`src/rtl/poly_voice_mixer.sv`:
```
// Polyphonic NCO tone source: per-voice phase accumulators with linear
// attack/release envelopes, mixed one voice per clock by a shared multiplier
// and normalised by the number of sounding voices.
module poly_voice_mixer #(
  parameter int NUM_VOICES   = 12,
  parameter int PHASE_W      = 32,
  parameter int AMP_W        = 16,
  parameter int ENV_W        = 8,
  parameter int ATTACK_STEP  = 1,
  parameter int RELEASE_STEP = 1
) (
  input  logic                           Clock,
  input  logic                           Reset,
  input  logic                           SampleTick,
  input  logic [NUM_VOICES*PHASE_W-1:0]  PhaseInc,
  input  logic [NUM_VOICES-1:0]          Gate,
  input  logic [1:0]                     Wave,
  output logic signed [AMP_W-1:0]        Out,
  output logic                           OutValid,
  output logic                           Busy,
  output logic                           Overrun,
  output logic [NUM_VOICES-1:0]          Active
);

  localparam int ACC_W  = AMP_W + $clog2(NUM_VOICES) + 1;
  localparam int IDX_W  = $clog2(NUM_VOICES);
  localparam int CNT_W  = $clog2(NUM_VOICES + 1);
  localparam int PROD_W = AMP_W + ENV_W + 1;

  localparam logic [ENV_W:0]   ENV_FULL = {1'b0, {ENV_W{1'b1}}};
  localparam logic [ENV_W:0]   ATK      = (ENV_W+1)'(ATTACK_STEP);
  localparam logic [ENV_W:0]   REL      = (ENV_W+1)'(RELEASE_STEP);
  localparam logic [AMP_W-1:0] MSB_BIT  = {1'b1, {(AMP_W-1){1'b0}}};
  localparam logic [AMP_W-1:0] SQ_POS   = {1'b0, {(AMP_W-1){1'b1}}};
  localparam logic [AMP_W-1:0] SQ_NEG   = {1'b1, {(AMP_W-2){1'b0}}, 1'b1};
  localparam logic [IDX_W-1:0] LAST     = IDX_W'(NUM_VOICES - 1);

  typedef enum logic [1:0] {ENV_IDLE, ENV_ATTACK, ENV_SUSTAIN, ENV_RELEASE} env_t;
  typedef enum logic [1:0] {MIX_IDLE, MIX_RUN, MIX_DONE} mix_t;

  env_t                   env_state  [NUM_VOICES];
  env_t                   env_next   [NUM_VOICES];
  logic [ENV_W-1:0]       level      [NUM_VOICES];
  logic [ENV_W-1:0]       level_next [NUM_VOICES];
  logic [PHASE_W-1:0]     phase      [NUM_VOICES];

  mix_t                   mix_state, mix_next;
  logic [IDX_W-1:0]       idx;
  logic [1:0]             wave_q;
  logic signed [ACC_W-1:0] acc;
  logic signed [ACC_W-1:0] divisor;
  logic [CNT_W-1:0]       cnt;
  logic                   accept;

  logic [AMP_W-1:0]        p;
  logic [AMP_W-1:0]        tri_base;
  logic [AMP_W-1:0]        wav;
  logic signed [PROD_W-1:0] wav_x, lvl_x, prod;

  assign accept = SampleTick & ~Busy;

  // Envelope next-state per voice; only committed on an accepted tick.
  // Entering ATTACK (from IDLE or RELEASE) applies the step immediately, and a
  // step that saturates lands directly in SUSTAIN.
  always_comb begin
    logic [ENV_W:0] up;
    logic           atk_go, rel_go;
    for (int unsigned v = 0; v < NUM_VOICES; v++) begin
      env_next[v]   = env_state[v];
      level_next[v] = level[v];
      up     = {1'b0, level[v]} + ATK;
      atk_go = Gate[v] & (env_state[v] != ENV_SUSTAIN);
      rel_go = ~Gate[v] & ((env_state[v] == ENV_SUSTAIN) || (env_state[v] == ENV_RELEASE));
      if (atk_go) begin
        if (up >= ENV_FULL) begin
          level_next[v] = ENV_FULL[ENV_W-1:0];
          env_next[v]   = ENV_SUSTAIN;
        end else begin
          level_next[v] = up[ENV_W-1:0];
          env_next[v]   = ENV_ATTACK;
        end
      end else if (rel_go) begin
        if ({1'b0, level[v]} <= REL) begin
          level_next[v] = '0;
          env_next[v]   = ENV_IDLE;
        end else begin
          level_next[v] = level[v] - REL[ENV_W-1:0];
          env_next[v]   = ENV_RELEASE;
        end
      end else if (~Gate[v] && env_state[v] == ENV_ATTACK) begin
        env_next[v] = ENV_RELEASE;
      end
    end
  end

  // Per-voice phase and envelope registers, advanced once per accepted tick.
  always_ff @(posedge Clock) begin
    for (int unsigned v = 0; v < NUM_VOICES; v++) begin
      if (Reset) begin
        phase[v]     <= '0;
        level[v]     <= '0;
        env_state[v] <= ENV_IDLE;
      end else if (accept) begin
        phase[v]     <= phase[v] + PhaseInc[v*PHASE_W +: PHASE_W];
        level[v]     <= level_next[v];
        env_state[v] <= env_next[v];
      end
    end
  end

  // Active flags and sounding-voice count.
  always_comb begin
    cnt = '0;
    for (int unsigned v = 0; v < NUM_VOICES; v++) begin
      Active[v] = (env_state[v] != ENV_IDLE);
      cnt       = cnt + CNT_W'(Active[v]);
    end
    divisor = ACC_W'(cnt);
  end

  // Waveform and envelope-scaled term for the voice selected by idx.
  always_comb begin
    p        = phase[idx][PHASE_W-1 -: AMP_W];
    tri_base = p[AMP_W-1] ? ~p : p;
    unique case (wave_q)
      2'b00:   wav = p ^ MSB_BIT;
      2'b01:   wav = p[AMP_W-1] ? SQ_NEG : SQ_POS;
      2'b10:   wav = {tri_base[AMP_W-2:0], 1'b0} ^ MSB_BIT;
      default: wav = '0;
    endcase
    wav_x = PROD_W'($signed(wav));
    lvl_x = PROD_W'({1'b0, level[idx]});
    prod  = wav_x * lvl_x;
  end

  // Mix sequencer state register.
  always_ff @(posedge Clock) begin
    if (Reset) mix_state <= MIX_IDLE;
    else       mix_state <= mix_next;
  end

  // Mix sequencer next state and Busy.
  always_comb begin
    mix_next = mix_state;
    Busy     = (mix_state != MIX_IDLE);
    unique case (mix_state)
      MIX_IDLE: if (SampleTick) mix_next = MIX_RUN;
      MIX_RUN:  if (idx == LAST) mix_next = MIX_DONE;
      MIX_DONE: mix_next = MIX_IDLE;
      default:  mix_next = MIX_IDLE;
    endcase
  end

  // Accumulate one voice per edge, then normalise and publish the sample.
  always_ff @(posedge Clock) begin
    if (Reset) begin
      acc      <= '0;
      idx      <= '0;
      wave_q   <= '0;
      Out      <= '0;
      OutValid <= 1'b0;
      Overrun  <= 1'b0;
    end else begin
      OutValid <= 1'b0;
      if (SampleTick && Busy) Overrun <= 1'b1;
      unique case (mix_state)
        MIX_IDLE: begin
          if (SampleTick) begin
            acc    <= '0;
            idx    <= '0;
            wave_q <= Wave;
          end
        end
        MIX_RUN: begin
          acc <= acc + ACC_W'(prod >>> ENV_W);
          idx <= (idx == LAST) ? '0 : idx + 1'b1;
        end
        MIX_DONE: begin
          Out      <= (cnt == '0) ? '0 : AMP_W'(acc / divisor);
          OutValid <= 1'b1;
        end
        default: ;
      endcase
    end
  end

endmodule

```
`config.mk`:
```
export PLATFORM = sky130hd
export DESIGN_NAME = poly_voice_mixer
export DESIGN_NICKNAME = d
export VERILOG_FILES = /design/src/rtl/poly_voice_mixer.sv
export SDC_FILE = /design/constraint.sdc
export NUM_CORES = 2
export LEC_CHECK = 0
export BUFFER_PORTS_ARGS = -buffer_cell sky130_fd_sc_hd__buf_2
export CAP_MARGIN = 5
export CORE_ASPECT_RATIO = 1.25
export CORE_MARGIN = 4
export CORE_UTILIZATION = 40
export CTS_BUF_LIST = sky130_fd_sc_hd__clkbuf_4 sky130_fd_sc_hd__clkbuf_8
export DETAILED_ROUTE_END_ITERATION = 8
export PLACE_DENSITY = 0.54
export SLEW_MARGIN = 30
export SYNTH_ARGS = -nofsm -noshare
export SYNTH_HDL_FRONTEND = slang
export SYNTH_SLANG_ARGS = --single-unit
```
`constraint.sdc`:
```
create_clock -name Clock -period 91.5 [get_ports Clock]
set_input_delay 0 -clock Clock [delete_from_list [all_inputs] [get_ports Clock]]
set_output_delay 0 -clock Clock [all_outputs]
set_load 0.01 [all_outputs]
```
==> metrics.yaml <==
outcome: "finished clean"
final_common_cell: "nor2_1"
finalSetupViolations: 0
startpoint_type: "register"
drc: 0
slowest_stage: "a211oi_1"
hold_path.startpoint: "PhaseInc[64]"
holdCritPathClass: "in2reg"
reg2reg_depth: 197
timing.critical_path.from: "env_state[0][1]$_SDFFCE_PN0P_"
hpwlAfterDp_um: 128000
area_growth_pct: 24.5
ant_nets: 0
clock_sinks: 555
crit_path_end_kind: "register"
crit_fanout: 12
worstPathArrival_ns: 52.08
place_congestion: 0.898
rsz0062_at_grt: "false"
pin_count: 432
overflow: 0
wl_um: 170000
r2r-start: "env_state[0][1]$_SDFFCE_PN0P_"
rows: 150
worst_pin_slew_ns: 1.09
first_pass_iters: 6
initialDrtViolationCount: 2521
post_cts.repair.setup_buffers: 0
core_um2: 134000
ys_seq_area_share_pct: 29.9
dpl.cell_count: 7990
portBuffers: 431
clk_latency_ns: 0.85
layout_common_cells: "nor2_1 (809), dlygate4sd3_1 (702), ha_1 (572)"
cp_slowest_stage_delay_ns: 0.81
maxSlewHeadroom_pct: 27.0
drive_above_1_share_pct: 12.2
cts_inserted_buffers: 104
ys.flop_type: "edfxtp_1"
finalCriticalPeriod_ns: 51.37
rrSetupSlack_ns: 40.13
clock.fmax_ghz: 0.0195
num-fill-cells: 12731
crit_family: "compound AO/OA/AOI/OAI gates"
synth_cell_types: 127
r2r_end: "Out[14]$_SDFFE_PP0P_"
ys_ff_latch: 555
finalNonFillerCells: 8941
cts-root-buf: "clkbuf_8"
fin_skew_ns: 0.0592
grt_pass1_wl_um: 268000
post_drt_wl_per_cell_um: 19.0
die_height_um: 419
synth_nets: 7039
grt_antenna_before_repair: 76
final_max_slew_viol_count: 0
grt_max_degree: 154
yosys_warnings: 0
critical_path_class: "reg2reg"
vias: 48518
drv_cap: 0
async_reset_ff_share_pct: 0
critical_path_buf_inv_count: 8
crit_top_cell: "ha_1"
syn_area_um2: 54000
cts.clk_slew.worst_paths_ns: 0.06
grtUsageTotal_pct: 23.8
ctsLongestPathBuffers: 3
start_util_pct: 40.3
finalNetCount: 8144
cts_tree: "done"
hold_viol: 0
min_to: "phase[2][0]$_SDFFCE_PN0P_"
critPathRequiredTime_ns: 92.20
dieArea_um2: 141000
grt_pass1_vias: 49207
cts_max_level: 3
synth_edf_count: 504
post-route-period-util_pct: 56.1
avgSynthCellArea_um2: 9.09
die_w_um: 337
synthCells: 5945
fin_tns_setup_ns: 0
worstHoldPathCells: 4
viasPerCell: 5.43
[flip-flops by register name, indices dropped and copies added, names as in the netlist, named ones only]
name / flops
phase: 384
acc: 21
env_state: 24
OutValid: 1
idx: 4
Overrun: 1
wave_q: 2
Out: 16
mix_state: 2
level: 96
[what timing repair did]
item / 4_1_cts / 5_1_grt
hold buffers: 702 / 0
hold endpoints to repair: 645 / 0
setup endpoints to repair: 0 / 0
gates resized for setup: 0 / 0
[per-layer routing]
| layer | vias up | global-route usage [%] | wire (um) |
|---|---|---|---|
| met5 | - | 0 | 187 |
| met1 | 23200 | 28.4 | 70100 |
| met2 | 1119 | 41.9 | 84300 |
| li1 | 23825 | - | - |
| met3 | 344 | 4.23 | 8420 |
| met4 | 30 | 10.1 | 6910 |
[worst register-to-register path, delay by kind of cell, from the launching register on]
| family | cells | cell delay (ns) |
|---|---|---|
| DFF | 1 | 0.44 |
| adders and majority gates | 27 | 8.91 |
| xor gates and xnor gates | 1 | 0.06 |
| muxes | 5 | 1.45 |
| AOI/OAI and AO/OA | 87 | 20.11 |
| and+or+nand+nor | 69 | 19.70 |
| buffers and inverters | 8 | 0.59 |
[stage by stage]
step                      instance area, um2  utilization, %  worst slack [ns]  hold slack [ns]
after floorplan                        54000               -             47.76            0.141
after global placement                 58100            43.3             41.72            0.249
after detailed placement               58100            43.3             40.59            0.247
after CTS                              67100            50.1             40.38           0.0174
after global routing                   67300            50.2             35.69            0.115
final                                  67300            50.2             40.13            0.135
[cells in the mapped netlist (25+ instances only)]
library cell  count  share of area (%)
dfxtp_1          51                1.9
nand2b_1         83               0.96
fa_1            121                4.5
mux2i_1          37               0.69
a21oi_1         567                5.3
o21ai_0         188                1.7
nand3_1         100               0.93
buf_1            25               0.17
o21bai_1        264                3.7
or3_1            29               0.34
or2_2            43               0.50
a21o_1          141                2.0
ha_1            572                 13
and3_1           42               0.49
xor2_1           79                1.3
mux4_2           72                3.0
a211oi_1         57               0.79
o21ai_1          27               0.25
o21a_1           82                1.1
nor2_1          810                5.6
a31oi_1          55               0.64
nor2b_1          69               0.80
and2_1           51               0.59
nor3_1          160                1.5
clkbuf_1        140               0.97
xnor2_1         416                6.7
nand2_1         296                2.1
nand4_1          38               0.44
inv_1           421                2.9
nor4_1           26               0.30
edfxtp_1        504                 28
[worst max path at each step]
stage	endpoint	slack, ns	depth (start not counted)
after floorplan	Out[14]$_SDFFE_PP0P_	47.76	207
after global placement	Out[14]$_SDFFE_PP0P_	41.72	197
after detailed placement	Out[14]$_SDFFE_PP0P_	40.59	198
after CTS	Out[14]$_SDFFE_PP0P_	40.38	197
after global routing	Out[14]$_SDFFE_PP0P_	35.69	197
final	Out[14]$_SDFFE_PP0P_	40.13	197
[area by class of cell]
cell class | count | area, um2 | area share [%]
multi-input combinational | 4792 | 35600 | 53.0
sequential | 555 | 16200 | 24.0
timing repair buffer | 1174 | 9530 | 14.2
tap | 1748 | 2190 | 3.25
clock buffer | 141 | 1730 | 2.57
inverter | 423 | 1590 | 2.37
clock inverter | 48 | 304 | 0.452
antenna | 60 | 150 | 0.223
[kinds of logic after synthesis]
kind of cell,count (synthesis),synth area share (%)
AO/OA/AOI/OAI,1626,19.7
XOR/XNOR,498,8.11
adder cells (fa/ha/maj),693,17.7
buffers and inverters,598,4.22
flip-flops,555,29.9
multiplexers,132,4.17
AND/OR/NAND/NOR,1843,16.2
Power is left out: the tool's default activity adds up to more than one toggle a clock period on the data nets, which glitch-free logic cannot reach.
